--- config.mk ---
export PLATFORM = sky130hd
export DESIGN_NAME = qsfp_sb_scan_multi
export DESIGN_NICKNAME = d
export VERILOG_FILES = /design/src/rtl/qsfp_sb_scan_multi.sv
export SDC_FILE = /design/constraint.sdc
export NUM_CORES = 1
export LEC_CHECK = 0
export CAP_MARGIN = 30
export CORE_MARGIN = 3
export CORE_UTILIZATION = 30
export CTS_CLUSTER_DIAMETER = 60
export DETAILED_ROUTE_END_ITERATION = 8
export GPL_TIMING_DRIVEN = 1
export SETUP_SLACK_MARGIN = 0.1
export SLEW_MARGIN = 20
export SYNTH_ARGS = -nofsm -noshare
export SYNTH_HDL_FRONTEND = slang
export SYNTH_SLANG_ARGS = --single-unit
--- constraint.sdc ---
create_clock -name clk -period 3.15 [get_ports clk]
set_clock_uncertainty 0.05 [all_clocks]
set_input_delay 0.63 -clock clk [delete_from_list [all_inputs] [get_ports clk]]
set_output_delay 0.63 -clock clk [all_outputs]
set_load 0.05 [all_outputs]
--- src/rtl/qsfp_sb_scan_multi.sv ---
// Sideband scanner for a bank of QSFP cages behind an I2C mux: per port it selects the
// mux channel, then either initialises the IO expander or reads MODPRSTL and enables/resets.
module qsfp_sb_scan_multi #(
    parameter int          NUM_PORTS    = 2,
    parameter logic [7:0]  MUX_DEV_ID   = 8'hE0,
    parameter logic [7:0]  SB_DEV_ID    = 8'h40,
    parameter logic [15:0] DELAY_CYCLES = 16'h0400,
    parameter logic [15:0] CMD_TIMEOUT  = 16'hFFFF
) (
    input  logic                 clk,
    input  logic                 rst_n,
    input  logic                 start,
    input  logic                 init,
    output logic                 complete,
    output logic                 busy,
    output logic [NUM_PORTS-1:0] port_present,
    output logic [NUM_PORTS-1:0] port_event,
    output logic [NUM_PORTS-1:0] port_err,
    output logic [7:0]           dbg_cstate,
    output logic                 IO_CONTROL_PULSE,
    output logic                 IO_CONTROL_RW,
    output logic [7:0]           IO_CONTROL_ID,
    output logic [7:0]           IO_ADDR_ADDR,
    output logic [7:0]           IO_WDATA_WDATA,
    input  logic [7:0]           IO_RDATA_RDATA,
    input  logic                 IO_CONTROL_CMPLT
);

    localparam int PW = (NUM_PORTS > 1) ? $clog2(NUM_PORTS) : 1;

    typedef enum logic [2:0] {
        S_IDLE   = 3'd0,
        S_ISSUE  = 3'd1,
        S_WAIT   = 3'd2,
        S_DELAY  = 3'd3,
        S_DECIDE = 3'd4,
        S_NEXT   = 3'd5,
        S_DONE   = 3'd6
    } state_t;

    typedef enum logic [2:0] {
        OP_MUX = 3'd0,
        OP_OUT = 3'd1,
        OP_CFG = 3'd2,
        OP_RD  = 3'd3,
        OP_RST = 3'd4,
        OP_EN  = 3'd5
    } op_t;

    state_t                state, state_nxt;
    op_t                   op, op_nxt;
    logic [PW-1:0]         p, p_nxt;
    logic                  init_q;
    logic [15:0]           dcnt;
    logic [15:0]           tcnt;
    logic [7:0]            rdata;
    logic [7:0]            mux_sel;
    logic                  op_rw;
    logic [7:0]            op_id, op_addr, op_wdata;
    logic                  timeout, pres, p_last;
    logic [NUM_PORTS-1:0]  present_nxt, err_nxt;
    logic                  rdata_unused;

    assign busy         = (state != S_IDLE);
    assign complete     = (state == S_DONE);
    assign dbg_cstate   = {5'd0, state};
    assign mux_sel      = 8'd1 << p;
    // Only MODPRSTL (bit 2, active low) matters for presence.
    assign pres         = ~rdata[2];
    assign rdata_unused = ^{rdata[7:3], rdata[1:0]};
    assign p_last       = (p == PW'(NUM_PORTS - 1));
    assign timeout      = (state == S_WAIT) && !IO_CONTROL_CMPLT &&
                          (tcnt >= CMD_TIMEOUT - 16'd1);

    always_comb begin
        op_rw    = 1'b0;
        op_id    = SB_DEV_ID;
        op_addr  = 8'h00;
        op_wdata = 8'h00;
        case (op)
            OP_MUX: begin
                op_id    = MUX_DEV_ID;
                op_addr  = mux_sel;
                op_wdata = mux_sel;
            end
            OP_OUT, OP_RST: op_addr = 8'h01;
            OP_CFG: begin
                op_addr  = 8'h03;
                op_wdata = 8'h06;
            end
            OP_RD:  op_rw = 1'b1;
            OP_EN: begin
                op_addr  = 8'h01;
                op_wdata = 8'h10;
            end
            default: ;
        endcase
    end

    always_comb begin
        state_nxt   = state;
        op_nxt      = op;
        p_nxt       = p;
        present_nxt = port_present;
        err_nxt     = port_err;
        case (state)
            S_IDLE: begin
                if (start) begin
                    state_nxt = S_ISSUE;
                    op_nxt    = OP_MUX;
                    p_nxt     = '0;
                end
            end
            S_ISSUE: begin
                state_nxt = S_WAIT;
                if (op == OP_MUX) err_nxt[p] = 1'b0;
            end
            S_WAIT: begin
                if (IO_CONTROL_CMPLT) begin
                    state_nxt = S_DELAY;
                end else if (timeout) begin
                    // Abandon the rest of this port's sequence; presence is left as-is.
                    err_nxt[p] = 1'b1;
                    state_nxt  = S_NEXT;
                end
            end
            S_DELAY: begin
                if (dcnt == 16'd0) begin
                    case (op)
                        OP_MUX: begin
                            op_nxt    = init_q ? OP_OUT : OP_RD;
                            state_nxt = S_ISSUE;
                        end
                        OP_OUT: begin
                            op_nxt    = OP_CFG;
                            state_nxt = S_ISSUE;
                        end
                        OP_CFG: begin
                            // Forget presence so the following scan re-enables every module.
                            present_nxt[p] = 1'b0;
                            state_nxt      = S_NEXT;
                        end
                        OP_RD:   state_nxt = S_DECIDE;
                        default: state_nxt = S_NEXT;
                    endcase
                end
            end
            S_DECIDE: begin
                present_nxt[p] = pres;
                if (pres && !port_present[p]) begin
                    op_nxt    = OP_EN;
                    state_nxt = S_ISSUE;
                end else if (!pres && port_present[p]) begin
                    op_nxt    = OP_RST;
                    state_nxt = S_ISSUE;
                end else begin
                    state_nxt = S_NEXT;
                end
            end
            S_NEXT: begin
                if (p_last) begin
                    state_nxt = S_DONE;
                end else begin
                    op_nxt    = OP_MUX;
                    p_nxt     = p + PW'(1);
                    state_nxt = S_ISSUE;
                end
            end
            S_DONE:  state_nxt = S_IDLE;
            default: state_nxt = S_IDLE;
        endcase
    end

    always_ff @(posedge clk) begin
        if (!rst_n) begin
            state            <= S_IDLE;
            op               <= OP_MUX;
            p                <= '0;
            init_q           <= 1'b0;
            dcnt             <= 16'd0;
            tcnt             <= 16'd0;
            rdata            <= 8'h00;
            port_present     <= '0;
            port_event       <= '0;
            port_err         <= '0;
            IO_CONTROL_PULSE <= 1'b0;
            IO_CONTROL_RW    <= 1'b0;
            IO_CONTROL_ID    <= 8'h00;
            IO_ADDR_ADDR     <= 8'h00;
            IO_WDATA_WDATA   <= 8'h00;
        end else begin
            state        <= state_nxt;
            op           <= op_nxt;
            p            <= p_nxt;
            port_present <= present_nxt;
            port_event   <= present_nxt ^ port_present;
            port_err     <= err_nxt;

            if (state == S_IDLE && start) init_q <= init;

            IO_CONTROL_PULSE <= (state == S_ISSUE);
            if (state == S_ISSUE) begin
                IO_CONTROL_RW  <= op_rw;
                IO_CONTROL_ID  <= op_id;
                IO_ADDR_ADDR   <= op_addr;
                IO_WDATA_WDATA <= op_wdata;
            end else if (state == S_DONE) begin
                IO_CONTROL_RW  <= 1'b0;
                IO_CONTROL_ID  <= 8'h00;
                IO_ADDR_ADDR   <= 8'h00;
                IO_WDATA_WDATA <= 8'h00;
            end

            if (state == S_ISSUE)      tcnt <= 16'd0;
            else if (state == S_WAIT)  tcnt <= tcnt + 16'd1;

            if (state == S_WAIT && IO_CONTROL_CMPLT) begin
                dcnt <= DELAY_CYCLES;
                if (op == OP_RD) rdata <= IO_RDATA_RDATA;
            end else if (state == S_DELAY && dcnt != 16'd0) begin
                dcnt <= dcnt - 16'd1;
            end
        end
    end

endmodule

==> run summary <==
The net count of the finished layout is 401. The ratio of cells with drive above 1 in the final layout came out at 0.0773. The net switching fraction of the power was 0.309; the static leakage was 1.25 nW.

The number of non-filler instances in the completed layout is 517, and the internal power consumption is 1.29 mW. The synthesized design contains 57 register bits. The cell at the root of the clock tree was sky130_fd_sc_hd__clkbuf_8. The number of enable flip-flop cells after synthesis came out at 0.

The ratio of final minimum period to clock period works out to 0.860. The run gives 0 as the reported max-cap violation count. Clock latency on the worst-skew pair, taken at its later pin, is 0.33 ns. The critical path in this run is classified as flip-flop to output port.

The HPWL after detailed placement is 4.65 mm. TritonCTS built the clock tree. The logs give 0 for the Yosys warning count and 11.0 mm for the first-pass GRT wire length. The chip width works out to 106 um.

The completed layout was analyzed and its total power is 1.87 mW. The tools report the detailed-route wire length as 6.59 mm. For this run, the detailed router's first-pass iteration total came to 4. Adding up every negative setup slack in the final design gives 0 ns. The path class of the tightest hold or removal check is flip-flop to flip-flop. Derived from the worst setup path, the maximum achievable clock frequency is 0.369 GHz. The longest clock path from root to sink contains 2 buffers. The flip-flop cell with the highest count after synthesis was sky130_fd_sc_hd__dfxtp_1.

The minimum period implied by the final worst setup slack was 2.71 ns. The worst setup margin came out at 0.440 ns. The number of pins exceeding their max-slew limit in the final report was 0. The maximum vdd ir drop was 0.000311 V.

The via count normalized by instance count was 4.79; the instance count after placement with tap cells included was 501. In this run the power spent charging and discharging nets is 578 uW. Prior to clock tree synthesis, the placed netlist has a worst setup slack of 0.645 ns. The run gives 0.119 as the global-route usage over all layers. The y dimension of the die is 106 um, and the register clock-pin slew on the reported worst setup and hold paths is 0.07 ns. Via count of the first global-routing pass: 2,304.

The run gives 358 as the post-synthesis cell count. The count of nets left with antenna violations once routing finished came out at 0. During I/O placement, the number of pins put on the boundary was 55.

The run gives 3020 um2 as the summed instance area of the synthesized netlist. The worst register-to-register path has a depth of 7. Initial antenna violation count: 0. Number of hold violations in the final report: 0.

Clock tree synthesis inserted a total of 9 buffers. The endpoint kind of the worst setup timing path was an output port. The CTS sink count came out at 57. In this run, the number of DRC markers left after iteration 0 of detailed routing was 65. Largest fanout on the critical path: 5. Entering global routing, the biggest net connects 21 pins. STA classifies the critical path startpoint as a flip-flop. For the quantity of hold-fixing buffers added after cts, the log shows 0.

In this run the post-CTS setup repair buffer count came out at 0. Dividing total power by cell area gives a power density of 527 nW/um2. For this run, design rule violations remaining after detail routing come to 0. The number of placement rows is 35.

The tools report the clock share of power as 0.385. The most common cell after layout, fill and taps aside was sky130_fd_sc_hd__dfxtp_1. Initial cell density of the core: 0.317.

Relative contribution of sequential cells to total power: 0.409. The number of gates given a new drive strength after cts came out at 0. The wire length per cell after detailed routing was 12.7 um. The quantity of I/O buffers inserted on ports is 27, and the H-tree depth is 3. Counting instances, the worst hold path has a depth of 2.

For the pin with the worst max-slew slack, the measured transition is 0.688 ns. After global routing the overflow that remains totals 0. For the part of the Yosys area used for sequential elements, the log shows 0.378.

The share of synthesized flip-flops with an asynchronous set or reset is 0, and the count of inserted antenna diode cells is 0. Setup violations remaining at the end of the flow were counted as 0. The fraction of power consumed by combinational cells is 0.206.

The flow ran to the end, and the final reports show no timing, DRC or antenna violations. The full die area was 11,300 um2; the vias after detailed routing was 2,474. The worst hold slack across all endpoints is 0.415 ns. The tools report the data arrival at the endpoint of the critical path as 2.03 ns. In this run the standard cell core region covers 9500 um2. At the end of routability-driven placement, the weighted congestion stood at 0.752. The library cells used most frequently in the layout, excluding fill and tap cells, are sky130_fd_sc_hd__dfxtp_1 (57), sky130_fd_sc_hd__nor2_1 (36), sky130_fd_sc_hd__nand2_1 (32), sky130_fd_sc_hd__clkdlybuf4s50_1 (27). The area growth from synthesis to layout is 17.6%.

The post-synthesis area per instance was 8.42 um2. The count of different cell masters after synthesis was 55. For the worst setup path, the data required time is 2.47 ns. The tightest slew margin relative to the limit was 0.538. Setup repair after global routing left no endpoint under its margin.
[synth_stat cells (8+ instances only)]
master	n	area (um2)
sky130_fd_sc_hd__a21oi_1	20	100
sky130_fd_sc_hd__clkbuf_1	15	56.3
sky130_fd_sc_hd__nand2_1	32	120
sky130_fd_sc_hd__dfxtp_1	57	1140
sky130_fd_sc_hd__nor3_1	9	45.0
sky130_fd_sc_hd__o21ai_0	14	70.1
sky130_fd_sc_hd__xor2_1	12	105
sky130_fd_sc_hd__xnor2_1	11	96.3
sky130_fd_sc_hd__mux2i_1	8	80.1
sky130_fd_sc_hd__nand3_1	11	55.1
sky130_fd_sc_hd__inv_1	10	37.5
sky130_fd_sc_hd__nor2_1	36	135
sky130_fd_sc_hd__buf_4	22	165
[power by group through the flow]
stage	Combinational [mW]	Sequential [mW]	Clock, mW
floorplan	0.248	0.843	0
global placement	0.383	0.778	0
detailed placement	0.383	0.780	0
CTS	0.385	0.764	0.740
global route	0.416	0.767	0.770
finish	0.384	0.763	0.720
[layout make-up]
cell class              instances  area [um2]
repair buffers                 33         315
multi-input cells             272        1680
well taps                     129         161
inverters                      10        37.5
clock inverters                 2        35.0
fillers                       989        5960
clock buffers                  14         173
flip-flops and latches         57        1140
[final timing paths]
check                           slack [ns]         endpoint            start
worst min-delay path                  0.41  IO_ADDR_ADDR[1]  IO_ADDR_ADDR[1]
worst min register to register        0.41  IO_ADDR_ADDR[1]  IO_ADDR_ADDR[1]
worst max-delay path                  0.44         complete         state[1]
worst max register to register        0.88            op[1]          dcnt[0]
[worst max-delay path, stage by stage, from the launching register on]
cell and delay [ns]:
sky130_fd_sc_hd__dfxtp_1 0.33, sky130_fd_sc_hd__nor2b_1 0.31, sky130_fd_sc_hd__and2_1 0.24, sky130_fd_sc_hd__clkdlybuf4s50_1 0.82
[sequential cells by signal, summed over array words and instances, names as in the netlist, named ones only]
name and cells:
p 1, IO_CONTROL_RW 1, op 3, tcnt 16, port_present 2, port_event 2
IO_ADDR_ADDR 2, IO_WDATA_WDATA 4, state 3, init_q 1, rdata 1, dcnt 16
IO_CONTROL_ID 2, IO_CONTROL_PULSE 1
[through the flow]
stage                     area [um2]  utilization
final                           3540        0.373
after global routing            3540        0.373
after CTS                       3540        0.373
after detailed placement        3340        0.351
after global placement          3340        0.351
after floorplan                 3090            -
[layer usage]
layer  GRT usage  wire length (um)
met3      0.0340               293
met1       0.159              3260
met2       0.186              2990
met5           0                 0
met4      0.0361                44
[kinds of logic (layout without fill, tap and decap cells)]
| logic type | after synthesis | count (layout) | synth area share |
|---|---|---|---|
| buffers and inverters | 48 | 59 | 0.0876 |
| AOI/OAI and AO/OA | 73 | 73 | 0.156 |
| other | 1 | 20 | 0.00124 |
| muxes | 9 | 9 | 0.0303 |
| adders and majority gates | 5 | 5 | 0.0207 |
| DFF | 57 | 57 | 0.378 |
| xor gates and xnor gates | 23 | 23 | 0.0668 |
| and+or+nand+nor | 142 | 142 | 0.259 |
(Power assumes the default switching activity.)
==> patch 1: new RTL, same settings <==
The parameter `NUM_PORTS` goes from 2 to 1.
--- a/src/rtl/qsfp_sb_scan_multi.sv
+++ b/src/rtl/qsfp_sb_scan_multi.sv
@@ -2,5 +2,5 @@
 // mux channel, then either initialises the IO expander or reads MODPRSTL and enables/resets.
 module qsfp_sb_scan_multi #(
-    parameter int          NUM_PORTS    = 2,
+    parameter int          NUM_PORTS    = 1,
     parameter logic [7:0]  MUX_DEV_ID   = 8'hE0,
     parameter logic [7:0]  SB_DEV_ID    = 8'h40,
Ports: changed (resized port_err, port_event and port_present); port bits go from 55 to 52. No check against the original RTL was run, so the function may have changed too.
==> patch 1 against the unedited design <==
Via count down 13%. Final area down 16%. Synthesized area down 12%. Routed wire length down 20%. Sequential cell count down 7. Setup slack worse by 0.086 ns.
Power is not compared: it rests on default switching activity, and its combinational part moved more than twofold at a synthesized area within 25%.
==> patch 1: results <==
group,metric,value,unit
critical_path,reg2reg_slack,0.79,ns
grt,grt_pass1_wl,9025,um
hold_path,hold_path_class,"reg -> reg",
clock_network,cts-root-buf,"clkbuf_8",
final_layout,reg_top3,"dcnt x16, tcnt x16",
critical_path,slowest_stage,"clkdlybuf4s50_1",
placed_design,place_congestion,0.7775,
critical_path,crit_family,"buffers and inverters",
final_layout,n_antenna_cell,0,
clock_network,post_cts.repair.setup_buffers,0,
critical_path,cp.arrival,2.12,ns
synth,synth_cell_types,48,
placed_design,dp_slack,0.6802,ns
sta,maxSlewViolCount,0,
grt,grt_pass1_vias,2017,
placed_design,post-dp-hpwl,3820,um
drt,m1WireLength,2487,um
synth,async_flop_share,0,%
drt,dr.pass1.iters,4,
grt,antenna_found_initial,0,
critical_path,critPathLaunch,"state[1]$_SDFFE_PN0P_",
synth,ys_warn_count,0,
clock_network,clkLatencyLatePin,0.31,ns
synth,ys_top_cells_by_count,"dfxtp_1, nor2_1, nand2_1",
final_layout,drive_gt1_share,5.865,%
synth,ys_seq_area_share,37.74,%
clock_network,cts-buffers-inserted,5,
clock_network,cts_resized,0,
final_layout,fin_nets,358,
drt,wl_met3,180,um
drt,wl,5254,um
grt,grt.total_usage,10.97,%
hold_path,hp-start,"IO_CONTROL_RW$_SDFFE_PN0P_",
critical_path,worst_path_largest_cell_delay,0.80,ns
clock_network,h-tree-depth,2,
power,leakage,1.061,nW
sta,slew_headroom,61.54,%
placed_design,port-buffer-count,24,
drt,met2WireLength,2497,um
clock_network,clk_pin_slew,0.09,ns
run_status,status,"completed",
synth,synth_area_leaders,"dfxtp_1, buf_4, nor2_1",
grt,grt_max_degree,26,
clock_network,cts_max_path_buffers,2,
drt,drtIter0Drc,95,
power,peakVddDrop,203.5,uV
drt,route.top_layer_used,"met4",
drt,via_per_inst,4.830,
critical_path,crit_fanout,18,
==> patch 1: logic make-up after synthesis <==
family / share of synthesized area [%]
DFF: 37.74
other: 0.1414
muxes: 2.264
adders and majority gates: 2.358
AOI/OAI and AO/OA: 11.98
xor gates and xnor gates: 6.934
and+or+nand+nor: 27.83
buffers and inverters: 10.75
==> patch 1: area by class of cell <==
| cell class | instances | area [sq um] |
|---|---|---|
| fillers | 877 | 5390 |
| multi-input cells | 243 | 1438 |
| flip-flops and latches | 50 | 1001 |
| repair buffers | 28 | 270.3 |
| well taps | 105 | 131.4 |
| clock buffers | 7 | 76.32 |
| inverters | 12 | 45.04 |
| clock inverters | 1 | 30.03 |
==> patch 1: metal layers <==
metal  GRT usage (%)  vias to the layer above
li1                -                     1112
met1           13.80                      999
met2           18.21                       35
met3           2.502                        8
met4           4.352                        0
met5               0                        -
==> patch 1: power breakdown <==
part	switching, mW	internal (mW)
clock network	0.203	0.238
registers	0.0898	0.691
logic	0.553	0.296
==> patch 1: worst paths after layout <==
check	cells after the start	end
max reg2reg	4	tcnt[11]$_SDFFE_PP0P_
min reg2reg	2	IO_CONTROL_RW$_SDFFE_PN0P_
min	2	IO_CONTROL_RW$_SDFFE_PN0P_
max	3	complete
==> patch 1: through the flow <==
stage                     instance area (sq um)  hold WS (ns)  instances  utilization [%]
final                                      2992        0.4235        446            35.69
after global routing                       2992        0.4610        446            35.69
after CTS                                  2992        0.4340        446            35.69
after detailed placement                   2885        0.4207        438            34.42
after global placement                     2885        0.4090        438            34.42
after floorplan                            2724        0.4080        342                -
==> patch 1: tightest hold or removal path: stages, from the launching register on <==
cell and delay [ns]:
dfxtp_1 0.32, nand2_1 0.05, a21boi_0 0.06
==> patch 2: new RTL, same settings <==
Without the edit above. The output `port_event` loses its register stage (`port_event` becomes a continuous assignment).
--- a/src/rtl/qsfp_sb_scan_multi.sv
+++ b/src/rtl/qsfp_sb_scan_multi.sv
@@ -182,5 +182,4 @@
             rdata            <= 8'h00;
             port_present     <= '0;
-            port_event       <= '0;
             port_err         <= '0;
             IO_CONTROL_PULSE <= 1'b0;
@@ -194,5 +193,4 @@
             p            <= p_nxt;
             port_present <= present_nxt;
-            port_event   <= present_nxt ^ port_present;
             port_err     <= err_nxt;
 
@@ -224,4 +222,6 @@
     end
 
+    assign port_event = present_nxt ^ port_present;
+
 endmodule
 
Function: no difference found for any inputs over 10 cycles, from zero or initial values and one cycle with rst_n low; that may be too few to reach the edited logic, so the function may still have changed.
==> patch 2 against the unedited design <==
Final area is 4.3% lower. Routed wire length is 1.0% lower. Largest cell class unchanged. Sequential cell count is 2 lower. Register-to-register slack better by 0.05 ns. Synthesized area is 4.1% lower. Setup slack worse by 0.087 ns. Synthesized cell count is 1.7% lower.
Power is not compared: it rests on default switching activity, and its combinational part moved more than twofold at a synthesized area within 25%.
==> patch 2: results <==
group,metric,value,unit
synth,ys_top_cells_by_count,"dfxtp_1, nor2_1, nand2_1",
critical_path,cp.arrival,2.12,ns
grt,grt_max_degree,18,
hold_path,hold_end,"IO_WDATA_WDATA[4]$_SDFFE_PN0P_",
clock_network,cts-buffers-inserted,5,
critical_path,reg2reg_slack,0.93,ns
synth,synth_mux_area_share,2.076,%
clock_network,clk_pin_slew,0.10,ns
floorplan,dieArea,0.01086,sq mm
synth,synth_cell_types,53,
critical_path,reg2reg_to,"tcnt[12]$_SDFFE_PP0P_",
hold_path,hp-start,"IO_WDATA_WDATA[4]$_SDFFE_PN0P_",
critical_path,worst_path_largest_cell_delay,0.46,ns
drt,drtIter0Drc,105,
clock_network,h-tree-depth,2,
critical_path,r2r-start,"state[1]$_SDFFE_PN0P_",
critical_path,r2r_cells,6,
critical_path,critPathLaunch,"state[0]$_SDFFE_PN0P_",
sta,tightest_slew,0.6361,ns
run_status,status,"completed",
final_layout,drive_gt1_share,6.806,%
grt,grt_pass1_wl,11050,um
critical_path,slowest_stage,"dfxtp_1",
final_layout,fin_nets,399,
drt,wl,6524,um
synth,synth_area_leaders,"dfxtp_1, buf_4, nor2_1",
grt,grt.total_usage,12.02,%
clock_network,clkLatencyLatePin,0.30,ns
drt,via_per_inst,4.865,
patch 2: cell types whose count changed after synthesis, moves of 3 or more:
| cell | change |
|---|---|
| and2_1 | -3 |
| or3_1 | -5 |
| clkbuf_1 | -3 |
| o21ai_1 | +4 |
| nor2_1 | +3 |
| a21boi_0 | -7 |
| o211ai_1 | -3 |
| a21oi_1 | -4 |
| nand2_1 | +6 |
| and3_1 | -3 |
| nand3_1 | +10 |
patch 2: cell families after synthesis:
kind of cell	count (synthesis)
DFF	55
and+or+nand+nor	150
AOI/OAI and AO/OA	65
buffers and inverters	46
xor gates and xnor gates	24
muxes	6
adders and majority gates	5
other	1
patch 2: final cells by class:
type / count / area (sq um)
Clock buffer: 6 / 82.58
Clock inverter: 2 / 35.03
Fill cell: 1009 / 5892
Inverter: 12 / 45.04
Multi-Input combinational cell: 270 / 1602
Sequential cell: 55 / 1101
Tap cell: 129 / 161.4
Timing Repair Buffer: 37 / 365.4
patch 2: worst max path at each step:
stage / endpoint / slack [ns] / depth (start not counted)
2_1_floorplan: port_event[1] / -0.01 / 4
3_3_place_gp: port_event[0] / 0.71 / 6
6_report: port_event[1] / 0.35 / 6
3_5_place_dp: port_event[1] / 0.69 / 6
4_1_cts: port_event[1] / 0.35 / 6
5_1_grt: port_event[1] / 0.20 / 6
patch 2: per-stage QoR:
step | std cells | setup slack [ns] | utilization, % | total power [mW] | TNS [ns]
2_1_floorplan | 371 | -0.01481 | - | 1.583 | -0.02959
3_3_place_gp | 503 | 0.7133 | 35.27 | 1.839 | 0
3_5_place_dp | 503 | 0.6937 | 35.27 | 1.844 | 0
4_1_cts | 511 | 0.3485 | 36.54 | 2.334 | 0
5_1_grt | 511 | 0.1977 | 36.54 | 2.453 | 0
6_report | 511 | 0.3531 | 36.54 | 2.317 | 0
patch 2: worst max-delay path: cells and delay by family, from the launching register on:
family	cells	cell delay [ns]
flops	1	0.46
compound gates	2	0.37
simple gates	2	0.57
buf+inv	2	0.41
patch 2: routing by layer:
metal | vias to the layer above | GRT usage [%] | part of all wire, %
met3 | 6 | 2.545 | 4.1
met2 | 46 | 19.36 | 46
met4 | 0 | 3.514 | 0.94
li1 | 1246 | - | -
met5 | - | 0 | 0
met1 | 1188 | 16.21 | 48
patch 2: power breakdown:
group	internal, mW	switching (mW)
clock	0.258	0.230
combinational	0.342	0.635
sequential	0.764	0.0883
